### src/rtl/xdrop_extender_pkg.sv
// Shared Blastn definitions: extender FSM states, 2-bit base codes and the
// default scoring constants.
package xdrop_extender_pkg;

  typedef enum logic [1:0] {
    ST_IDLE = 2'd0,
    ST_RUN  = 2'd1,
    ST_DONE = 2'd2
  } state_t;

  localparam logic [1:0] BASE_A = 2'd0;
  localparam logic [1:0] BASE_C = 2'd1;
  localparam logic [1:0] BASE_G = 2'd2;
  localparam logic [1:0] BASE_T = 2'd3;

  localparam int DEF_MATCH    = 2;
  localparam int DEF_MISMATCH = -1;
  localparam int DEF_XDROP    = 10;

endpackage

### src/rtl/xdrop_extender_if.sv
// Pair stream in, result out. Both sides use valid/ready: a transfer happens
// on a rising edge where valid and ready are both high; valid never waits on ready.
interface xdrop_extender_if #(
  parameter int SCORE_W = 16,
  parameter int LEN_W   = 16
);
  logic                      start;
  logic                      in_valid;
  logic                      in_ready;
  logic [1:0]                q_base;
  logic [1:0]                s_base;
  logic                      in_last;
  logic                      out_valid;
  logic                      out_ready;
  logic signed [SCORE_W-1:0] best_score;
  logic [LEN_W-1:0]          best_len;
  logic                      drop_hit;

  modport master (
    output start, in_valid, q_base, s_base, in_last, out_ready,
    input  in_ready, out_valid, best_score, best_len, drop_hit
  );

  modport slave (
    input  start, in_valid, q_base, s_base, in_last, out_ready,
    output in_ready, out_valid, best_score, best_len, drop_hit
  );
endinterface

### src/rtl/xdrop_extender_score_step.sv
// One beat of the running score: compare bases, pick the award, add it with
// saturation at the signed SCORE_W limits. Purely combinational.
module xdrop_extender_score_step #(
  parameter int SCORE_W  = 16,
  parameter int MATCH    = 2,
  parameter int MISMATCH = -1
) (
  input  logic [1:0]                q_base,
  input  logic [1:0]                s_base,
  input  logic signed [SCORE_W-1:0] score,
  output logic signed [SCORE_W-1:0] new_score
);
  localparam int XW = SCORE_W + 1;
  localparam logic signed [XW-1:0] MATCH_X    = XW'(MATCH);
  localparam logic signed [XW-1:0] MISMATCH_X = XW'(MISMATCH);
  localparam logic signed [XW-1:0] S_MAX      = XW'((1 << (SCORE_W - 1)) - 1);
  localparam logic signed [XW-1:0] S_MIN      = XW'(-(1 << (SCORE_W - 1)));

  logic signed [XW-1:0] award;
  logic signed [XW-1:0] sum;

  always_comb begin
    award = (q_base == s_base) ? MATCH_X : MISMATCH_X;
    sum   = {score[SCORE_W-1], score} + award;
    if (sum > S_MAX)      new_score = S_MAX[SCORE_W-1:0];
    else if (sum < S_MIN) new_score = S_MIN[SCORE_W-1:0];
    else                  new_score = sum[SCORE_W-1:0];
  end
endmodule

### src/rtl/xdrop_extender.sv
// Ungapped X-drop extension: accumulates a running score one base pair per
// cycle and reports the best score and the length at which it first occurred.
module xdrop_extender
  import xdrop_extender_pkg::*;
#(
  parameter int SCORE_W  = 16,
  parameter int LEN_W    = 16,
  parameter int MATCH    = DEF_MATCH,
  parameter int MISMATCH = DEF_MISMATCH,
  parameter int XDROP    = DEF_XDROP
) (
  input  logic                clk,
  input  logic                rst,
  xdrop_extender_if.slave     bus,
  output state_t              state
);
  localparam int XW = SCORE_W + 1;

  state_t                    cur_state, nxt_state;
  logic signed [SCORE_W-1:0] score, best;
  logic [LEN_W-1:0]          pos, best_at;
  logic                      drop;

  logic signed [SCORE_W-1:0] new_score, best_upd;
  logic [LEN_W-1:0]          pos_next;
  logic signed [XW-1:0]      gap;
  logic                      accept, improved, x_drop, pos_sat, finish;

  xdrop_extender_score_step #(
    .SCORE_W (SCORE_W),
    .MATCH   (MATCH),
    .MISMATCH(MISMATCH)
  ) u_step (
    .q_base   (bus.q_base),
    .s_base   (bus.s_base),
    .score    (score),
    .new_score(new_score)
  );

  always_comb begin
    accept   = (cur_state == ST_RUN) && bus.in_valid;
    improved = new_score > best;
    best_upd = improved ? new_score : best;
    // gap is never negative: best_upd already includes new_score
    gap      = {best_upd[SCORE_W-1], best_upd} - {new_score[SCORE_W-1], new_score};
    x_drop   = gap >= XW'(XDROP);
    pos_next = pos + 1'b1;
    pos_sat  = pos_next == {LEN_W{1'b1}};
    finish   = accept && (x_drop || bus.in_last || pos_sat);
  end

  always_comb begin
    nxt_state = cur_state;
    case (cur_state)
      ST_IDLE: if (bus.start)     nxt_state = ST_RUN;
      ST_RUN:  if (finish)        nxt_state = ST_DONE;
      ST_DONE: if (bus.out_ready) nxt_state = ST_IDLE;
      default:                    nxt_state = ST_IDLE;
    endcase
  end

  always_ff @(posedge clk) begin
    if (rst) begin
      cur_state <= ST_IDLE;
      score     <= '0;
      pos       <= '0;
      best      <= '0;
      best_at   <= '0;
      drop      <= 1'b0;
    end else begin
      cur_state <= nxt_state;
      if (cur_state == ST_IDLE && bus.start) begin
        score   <= '0;
        pos     <= '0;
        best    <= '0;
        best_at <= '0;
        drop    <= 1'b0;
      end else if (accept) begin
        score <= new_score;
        pos   <= pos_next;
        if (improved) begin
          best    <= new_score;
          best_at <= pos_next;
        end
        if (finish) drop <= x_drop;
      end
    end
  end

  assign bus.in_ready   = (cur_state == ST_RUN);
  assign bus.out_valid  = (cur_state == ST_DONE);
  assign bus.best_score = best;
  assign bus.best_len   = best_at;
  assign bus.drop_hit   = drop;
  assign state          = cur_state;
endmodule

### src/flat_wrapper.sv
// flat-port wrapper written by rule: the top's interface ports become plain ports
module xdrop_extender_flat import xdrop_extender_pkg::*;
#(
  parameter int SCORE_W  = 16,
  parameter int LEN_W    = 16,
  parameter int MATCH    = DEF_MATCH,
  parameter int MISMATCH = DEF_MISMATCH,
  parameter int XDROP    = DEF_XDROP
)
  (clk, rst, state, bus_start, bus_in_valid, bus_q_base, bus_s_base, bus_in_last, bus_out_ready, bus_in_ready, bus_out_valid, bus_best_score, bus_best_len, bus_drop_hit);
  xdrop_extender_if #(.SCORE_W(SCORE_W), .LEN_W(LEN_W)) bus_i ();
  input  logic clk;
  input  logic rst;
  output state_t state;
  input wire logic [$bits(bus_i.start)-1:0] bus_start;
  input wire logic [$bits(bus_i.in_valid)-1:0] bus_in_valid;
  input wire logic [$bits(bus_i.q_base)-1:0] bus_q_base;
  input wire logic [$bits(bus_i.s_base)-1:0] bus_s_base;
  input wire logic [$bits(bus_i.in_last)-1:0] bus_in_last;
  input wire logic [$bits(bus_i.out_ready)-1:0] bus_out_ready;
  output wire logic [$bits(bus_i.in_ready)-1:0] bus_in_ready;
  output wire logic [$bits(bus_i.out_valid)-1:0] bus_out_valid;
  output wire logic [$bits(bus_i.best_score)-1:0] bus_best_score;
  output wire logic [$bits(bus_i.best_len)-1:0] bus_best_len;
  output wire logic [$bits(bus_i.drop_hit)-1:0] bus_drop_hit;
  assign bus_i.start = bus_start;
  assign bus_i.in_valid = bus_in_valid;
  assign bus_i.q_base = bus_q_base;
  assign bus_i.s_base = bus_s_base;
  assign bus_i.in_last = bus_in_last;
  assign bus_i.out_ready = bus_out_ready;
  assign bus_in_ready = bus_i.in_ready;
  assign bus_out_valid = bus_i.out_valid;
  assign bus_best_score = bus_i.best_score;
  assign bus_best_len = bus_i.best_len;
  assign bus_drop_hit = bus_i.drop_hit;
  xdrop_extender #(.SCORE_W(SCORE_W), .LEN_W(LEN_W), .MATCH(MATCH), .MISMATCH(MISMATCH), .XDROP(XDROP)) u_core (.clk(clk), .rst(rst), .bus(bus_i), .state(state));
endmodule
### config.mk
export PLATFORM = sky130hd
export DESIGN_NAME = xdrop_extender_flat
export DESIGN_NICKNAME = d
export VERILOG_FILES = /design/src/rtl/xdrop_extender_pkg.sv /design/src/rtl/xdrop_extender_if.sv /design/src/rtl/xdrop_extender_score_step.sv /design/src/rtl/xdrop_extender.sv /design/src/flat_wrapper.sv
export SDC_FILE = /design/constraint.sdc
export NUM_CORES = 1
export LEC_CHECK = 0
export CELL_PAD_IN_SITES_DETAIL_PLACEMENT = 0
export CELL_PAD_IN_SITES_GLOBAL_PLACEMENT = 1
export CORE_MARGIN = 1.5
export CORE_UTILIZATION = 40
export CTS_BUF_LIST = sky130_fd_sc_hd__clkbuf_16
export DETAILED_ROUTE_END_ITERATION = 6
export GPL_ROUTABILITY_DRIVEN = 0
export PLACE_DENSITY = 0.79
export REMOVE_ABC_BUFFERS = 1
export SKIP_LAST_GASP = 1
export SLEW_MARGIN = 0
export SYNTH_ARGS = -nofsm -noshare
export SYNTH_HDL_FRONTEND = slang
export SYNTH_SLANG_ARGS = --single-unit
### constraint.sdc
create_clock -name clk -period 10.05 [get_ports clk]
set_clock_uncertainty 0.05 [all_clocks]
set_input_delay 1.5075 -clock clk [delete_from_list [all_inputs] [get_ports clk]]
set_output_delay 1.5075 -clock clk [all_outputs]
set_load 0.05 [all_outputs]
==> results of run 1 <==
-- power breakdown --
part	total (mW)	switching [mW]	internal (mW)
Combinational	1.24	0.751	0.487
Sequential	0.304	0.0179	0.286
Clock	0.289	0.123	0.166
-- sequential cells by signal, indices dropped and copies added (netlist names) --
| register | count |
|---|---|
| u_core.pos | 16 |
| u_core.bus.drop_hit | 1 |
| u_core.score | 16 |
| u_core.bus.best_score | 16 |
| u_core.state | 2 |
| u_core.bus.best_len | 16 |
-- through the flow --
| stage | area [sq um] | cells | worst slack (ps) |
|---|---|---|---|
| after floorplan | 4950 | 626 | 1690 |
| after global placement | 5710 | 850 | 764 |
| after detailed placement | 5710 | 850 | 402 |
| after CTS | 5980 | 866 | 719 |
| after global routing | 5980 | 866 | 32.2 |
| final | 5980 | 866 | 681 |
-- logic make-up (layout without fill, tap and decap cells) --
| kind of cell | after synthesis | count (layout) | synth area share (%) |
|---|---|---|---|
| mux | 3 | 3 | 0.689 |
| compound gates | 221 | 221 | 28.2 |
| flops | 67 | 67 | 26.4 |
| buf+inv | 75 | 117 | 5.86 |
| xor+xnor | 49 | 49 | 8.44 |
| fa+ha+maj | 53 | 53 | 13.2 |
| simple gates | 188 | 188 | 17.3 |
-- layout by cell type (no fill, tap or decap), drive strengths merged, types with 3 or more instances in the layout --
cell type      instances
nand2b                 4
a31oi                 11
a211o                  3
and4                   4
ha                    52
o21a                  10
inv                   47
xor2                  22
a21o                  10
o21bai                 3
nand3                 18
and3                   6
a2111oi                5
dfxtp                 67
buf                   10
or3                    8
nor3                   9
o21ai                 67
a211oi                23
nor4                   3
nor2                  64
xnor2                 27
nor2b                  6
clkdlybuf4s50         46
a21oi                 68
o31ai                  3
clkbuf                 9
clkinvlp               3
nand2                 50
nand4                 10
-- worst max-delay path: cells and delay by family --
family                   cells  cell delay, ps
multiplexers                 1             460
buffers and inverters        4             690
XOR/XNOR                     2             270
AND/OR/NAND/NOR              7            1660
AO/OA/AOI/OAI               14            3540
adder cells (fa/ha/maj)      5            1390
-- cell type report --
cell class	count	area (sq um)	share of cell area, %
clock buffers	9	225	3.76
clock inverters	7	45.0	0.753
inverters	45	169	2.82
multi-input cells	514	3460	57.8
flip-flops and latches	67	1340	22.4
well taps	168	210	3.51
repair buffers	56	536	8.95
-- how the worst min path moves through the flow --
stage | slack, ps | endpoint | start | cells after the start
global route | 480 | u_core.bus.best_len[6] | u_core.bus.best_len[6] | 2
finish | 440 | u_core.score[0] | u_core.score[0] | 2
detailed placement | 440 | u_core.score[0] | u_core.score[0] | 2
CTS | 440 | u_core.score[0] | u_core.score[0] | 2
floorplan | 400 | u_core.score[0] | u_core.score[0] | 2
global placement | 440 | u_core.bus.best_len[4] | u_core.bus.best_len[4] | 2
-- layer usage --
metal	global-route usage, %	part of all wire, %
met5	0	0
met4	6.50	1.7
met3	3.50	3.5
met2	35.8	48
met1	25.9	47
==> flow_summary.json, run 1 <==
{
  "r2r-end": "u_core.bus.drop_hit",
  "die-area_sq_um": 13400,
  "postCtsSetupBuffers": 0,
  "fin_crit_ps": 9370,
  "first_pass_iters": 4,
  "hold_viol": 0,
  "detail_route.vias_per_cell": 5.51,
  "cellPowerDensity_nw_per_um2": 306,
  "crit_path_start_kind": "input port",
  "finalMaxSlewViolations": 0,
  "crit_top_cell": "ha_1",
  "ir_drop_v": 0.000130,
  "layout.nets": 756,
  "synth-edff-count": 0,
  "synth.avg_cell_area_sq_um": 7.75,
  "fill_cells": 1252,
  "crit_start": "bus_s_base[1]",
  "io_pins": 47,
  "ctsRootBufferMaster": "clkbuf_16",
  "finalSetupViolCount": 0,
  "place_hpwl_um": 9890,
  "cts_inserted_buffers": 9,
  "grt_pass1_wl_um": 21900,
  "hold_path.class": "reg2reg",
  "yosysTopAreaCellShare_pct": 26.4,
  "drtIter0Drc": 222,
  "cts_num_sinks": 67,
  "synth-async-reset-ratio_pct": 0,
  "crit_type": "in2reg",
  "h-tree-depth": 3,
  "relSlewSlack_pct": 56.5,
  "postCtsResizedCells": 0,
  "ys_ff_latch": 67,
  "overflow": 0,
  "timing.fmax_mhz": 107,
  "die_w_um": 116,
  "rsz0062_at_grt": "false",
  "hold_slack_ps": 440,
  "drc": 0,
  "rrSetupSlack_ps": 2580,
  "synth_most_common_cell": "dfxtp_1",
  "clk_path_buf_depth": 2,
  "crit_fanout": 16,
  "clk_pin_slew_ps": 60,
  "tritoncts": "built",
  "critPathRequiredTime_ps": 10230,
  "ys.warnings.count": 0,
  "antenna_left": 0,
  "cap_violations": 0,
  "slowest_stage": "a2111oi_2",
  "first_global_vias": 4562,
  "wl_per_cell_um": 15.4,
  "initial_utilization_pct": 41.6,
  "cp.arrival_ps": 9550,
  "p_leak_nw": 2.25,
  "final_util_pct": 49.0,
  "r2r_cells": 28,
  "synthCells": 656,
  "syn-cell-area_sq_um": 5080,
  "slowest_delay_ps": 530,
  "clock_latency_ps": 330,
  "setup_tns_ps": 0,
  "n_antenna_cell": 0,
  "tightest_slew_ps": 648,
  "crit_end": "u_core.bus.drop_hit",
  "ys_types": 58,
  "grt_start_max_net_pins": 41,
  "timing.final.crit_share_pct": 93.2,
  "synth_common_cells": "67 x dfxtp_1, 64 x nor2_1, 62 x a21oi_1",
  "hold_buffers": 0,
  "coreArea_sq_um": 12200,
  "numPortBuffers": 46,
  "antenna_found_initial": 0,
  "wl_um": 13300,
  "crit_path_end_kind": "flop",
  "vias": 4774,
  "ys_seq_area_share_pct": 26.4,
  "ys.flop_type": "dfxtp_1",
  "r2r_start": "u_core.score[2]",
  "syn_to_final_growth_pct": 17.7,
  "die_h_um": 116,
  "grt_usage_pct": 20.5,
  "synth_area_leaders": "dfxtp_1 26%, ha_1 13%, a21oi_1 6.1%",
  "synth_area_leader_cell": "dfxtp_1",
  "status": "completed",
  "rows": 40,
  "drive_gt1_share_pct": 5.73,
  "p_total_mw": 1.83
}
No activity file was read; power rests on OpenSTA's default activity.
==> inputs of run 2 (changes only) <==
- CTS_BUF_LIST: sky130_fd_sc_hd__clkbuf_16 -> sky130_fd_sc_hd__clkbuf_4 sky130_fd_sc_hd__clkbuf_8
- PLACE_DENSITY: 0.79 -> 0.82
- clock period: 10.05 -> 8.36 ns (I/O delays scaled with it)
==> flow_summary.json, run 2 (same netlist as run 1, synthesis figures left out) <==
{
  "status": "completed",
  "p_leak_nw": 2.43,
  "syn_to_final_growth_pct": 25.4,
  "met3_usage_pct": 4.13,
  "crit_fanout": 7,
  "r2r_cells": 31,
  "hold_buffers": 0,
  "vias": 5042,
  "drc": 0,
  "setup_tns_ps": 0,
  "tritoncts": "built",
  "busiest_layer": "met2",
  "coreArea_sq_um": 12200,
  "clock_latency_ps": 370,
  "numPortBuffers": 46,
  "finalSetupViolCount": 0,
  "cp_num_buf_inv": 6,
  "relSlewSlack_pct": 56.5,
  "timing.final.crit_share_pct": 96.0,
  "place_hpwl_um": 10200,
  "crit_type": "in2reg",
  "first_global_vias": 4692,
  "ir_drop_v": 0.000174,
  "layout_common_cells": "67 x dfxtp_1, 61 x nor2_1, 57 x a21oi_1, 57 x o21ai_0, 49 x nand2_1",
  "layout.nets": 795,
  "crit_family": "compound AO/OA/AOI/OAI gates",
  "grt_usage_pct": 21.1,
  "crit_path_end_kind": "flop",
  "grt_start_max_net_pins": 41,
  "drtIter0Drc": 269,
  "hold_path.class": "reg2reg",
  "cts_inserted_buffers": 9,
  "overflow": 0,
  "clk_pin_slew_ps": 80,
  "antenna_found_initial": 0,
  "critical_path_depth": 34,
  "wl_per_cell_um": 15.6,
  "die_w_um": 116,
  "h-tree-depth": 3,
  "timing.fmax_mhz": 125,
  "final_common_cell": "dfxtp_1",
  "io_pins": 47,
  "slowest_stage": "clkdlybuf4s50_1",
  "grt_pass1_wl_um": 22200,
  "ctsRootBufferMaster": "clkbuf_8",
  "clk_path_buf_depth": 2,
  "crit_path_start_kind": "input port",
  "antenna_left": 0,
  "cellPowerDensity_nw_per_um2": 366,
  "fin_crit_ps": 8020,
  "final_util_pct": 52.2,
  "hold_slack_ps": 456,
  "hold_path_depth": 2,
  "first_pass_iters": 5,
  "drive_gt1_share_pct": 13.7,
  "n_antenna_cell": 0,
  "detail_route.vias_per_cell": 5.57,
  "hold_viol": 0,
  "initial_utilization_pct": 41.6,
  "die-area_sq_um": 13400,
  "cap_violations": 0,
  "gr-usage-met2_pct": 36.3,
  "use_met1_pct": 25.9,
  "tightest_slew_ps": 651,
  "slowest_delay_ps": 410,
  "wl_um": 14100,
  "die_h_um": 116,
  "critPathRequiredTime_ps": 8560,
  "cts_num_sinks": 67,
  "rows": 40,
  "cp.arrival_ps": 8230,
  "finalMaxSlewViolations": 0
}
run 2: cell count changes in the layout (fill, tap and decap cells not counted), sizes merged:
cell,delta
buf,+37
clkbuf,+3
bufinv,+1
clkinv,-1
clkinvlp,-1
inv,-1
mux2,+1
run 2: path summary, 6_finish.rpt:
path,start,to,slack [ps]
worst max-delay path,bus_s_base[1],u_core.bus.drop_hit,340
worst min-delay path,u_core.bus.best_len[11],u_core.bus.best_len[11],460
worst min register to register,u_core.bus.best_len[11],u_core.bus.best_len[11],460
worst max register to register,u_core.score[2],u_core.bus.drop_hit,1720
run 2: routing by layer:
layer  part of all wire (%)  up-vias
met5                      0        -
met3                    4.6       34
met2                     48      131
li1                       -     2514
met4                    2.7        0
met1                     45     2363
run 2: worst register-to-register path: cells and delay by family (launching register included):
kind / cells / cell delay [ps]
buffers and inverters: 5 / 610
AO/OA/AOI/OAI: 15 / 2900
XOR/XNOR: 1 / 160
adder cells (fa/ha/maj): 4 / 1070
AND/OR/NAND/NOR: 6 / 1340
flip-flops: 1 / 390
run 2: layout make-up:
| class | count | area [sq um] |
|---|---|---|
| sequential | 67 | 1340 |
| tap | 168 | 210 |
| fill | 1204 | 5840 |
| clock inverter | 5 | 62.6 |
| clock buffer | 11 | 139 |
| timing repair buffer | 94 | 846 |
| inverter | 45 | 169 |
| multi-input combinational | 515 | 3600 |
run 2: power breakdown:
| part | total (mW) | internal [mW] | leakage [nW] | switching (mW) |
|---|---|---|---|---|
| clock | 0.281 | 0.146 | 0.0970 | 0.135 |
| combinational | 1.68 | 0.710 | 1.79 | 0.972 |
| sequential | 0.367 | 0.344 | 0.542 | 0.0228 |
run 2: timing repair:
action / in CTS / in global routing
cloned: 0 / 2
resized for setup: 1 / 26
pin swaps: 0 / 14
setup buffers: 0 / 9
endpoints found under the setup margin: 3 / 3
run 2: metrics by stage:
stage / setup slack, ps / total power [mW] / cell area, sq um / std cells
after floorplan: 249 / 1.50 / 4950 / 626
after global placement: -119 / 1.91 / 5920 / 878
after detailed placement: -443 / 1.94 / 5920 / 878
after CTS: 48.2 / 2.24 / 6130 / 894
after global routing: -74.2 / 2.52 / 6370 / 905
final: 336 / 2.33 / 6370 / 905
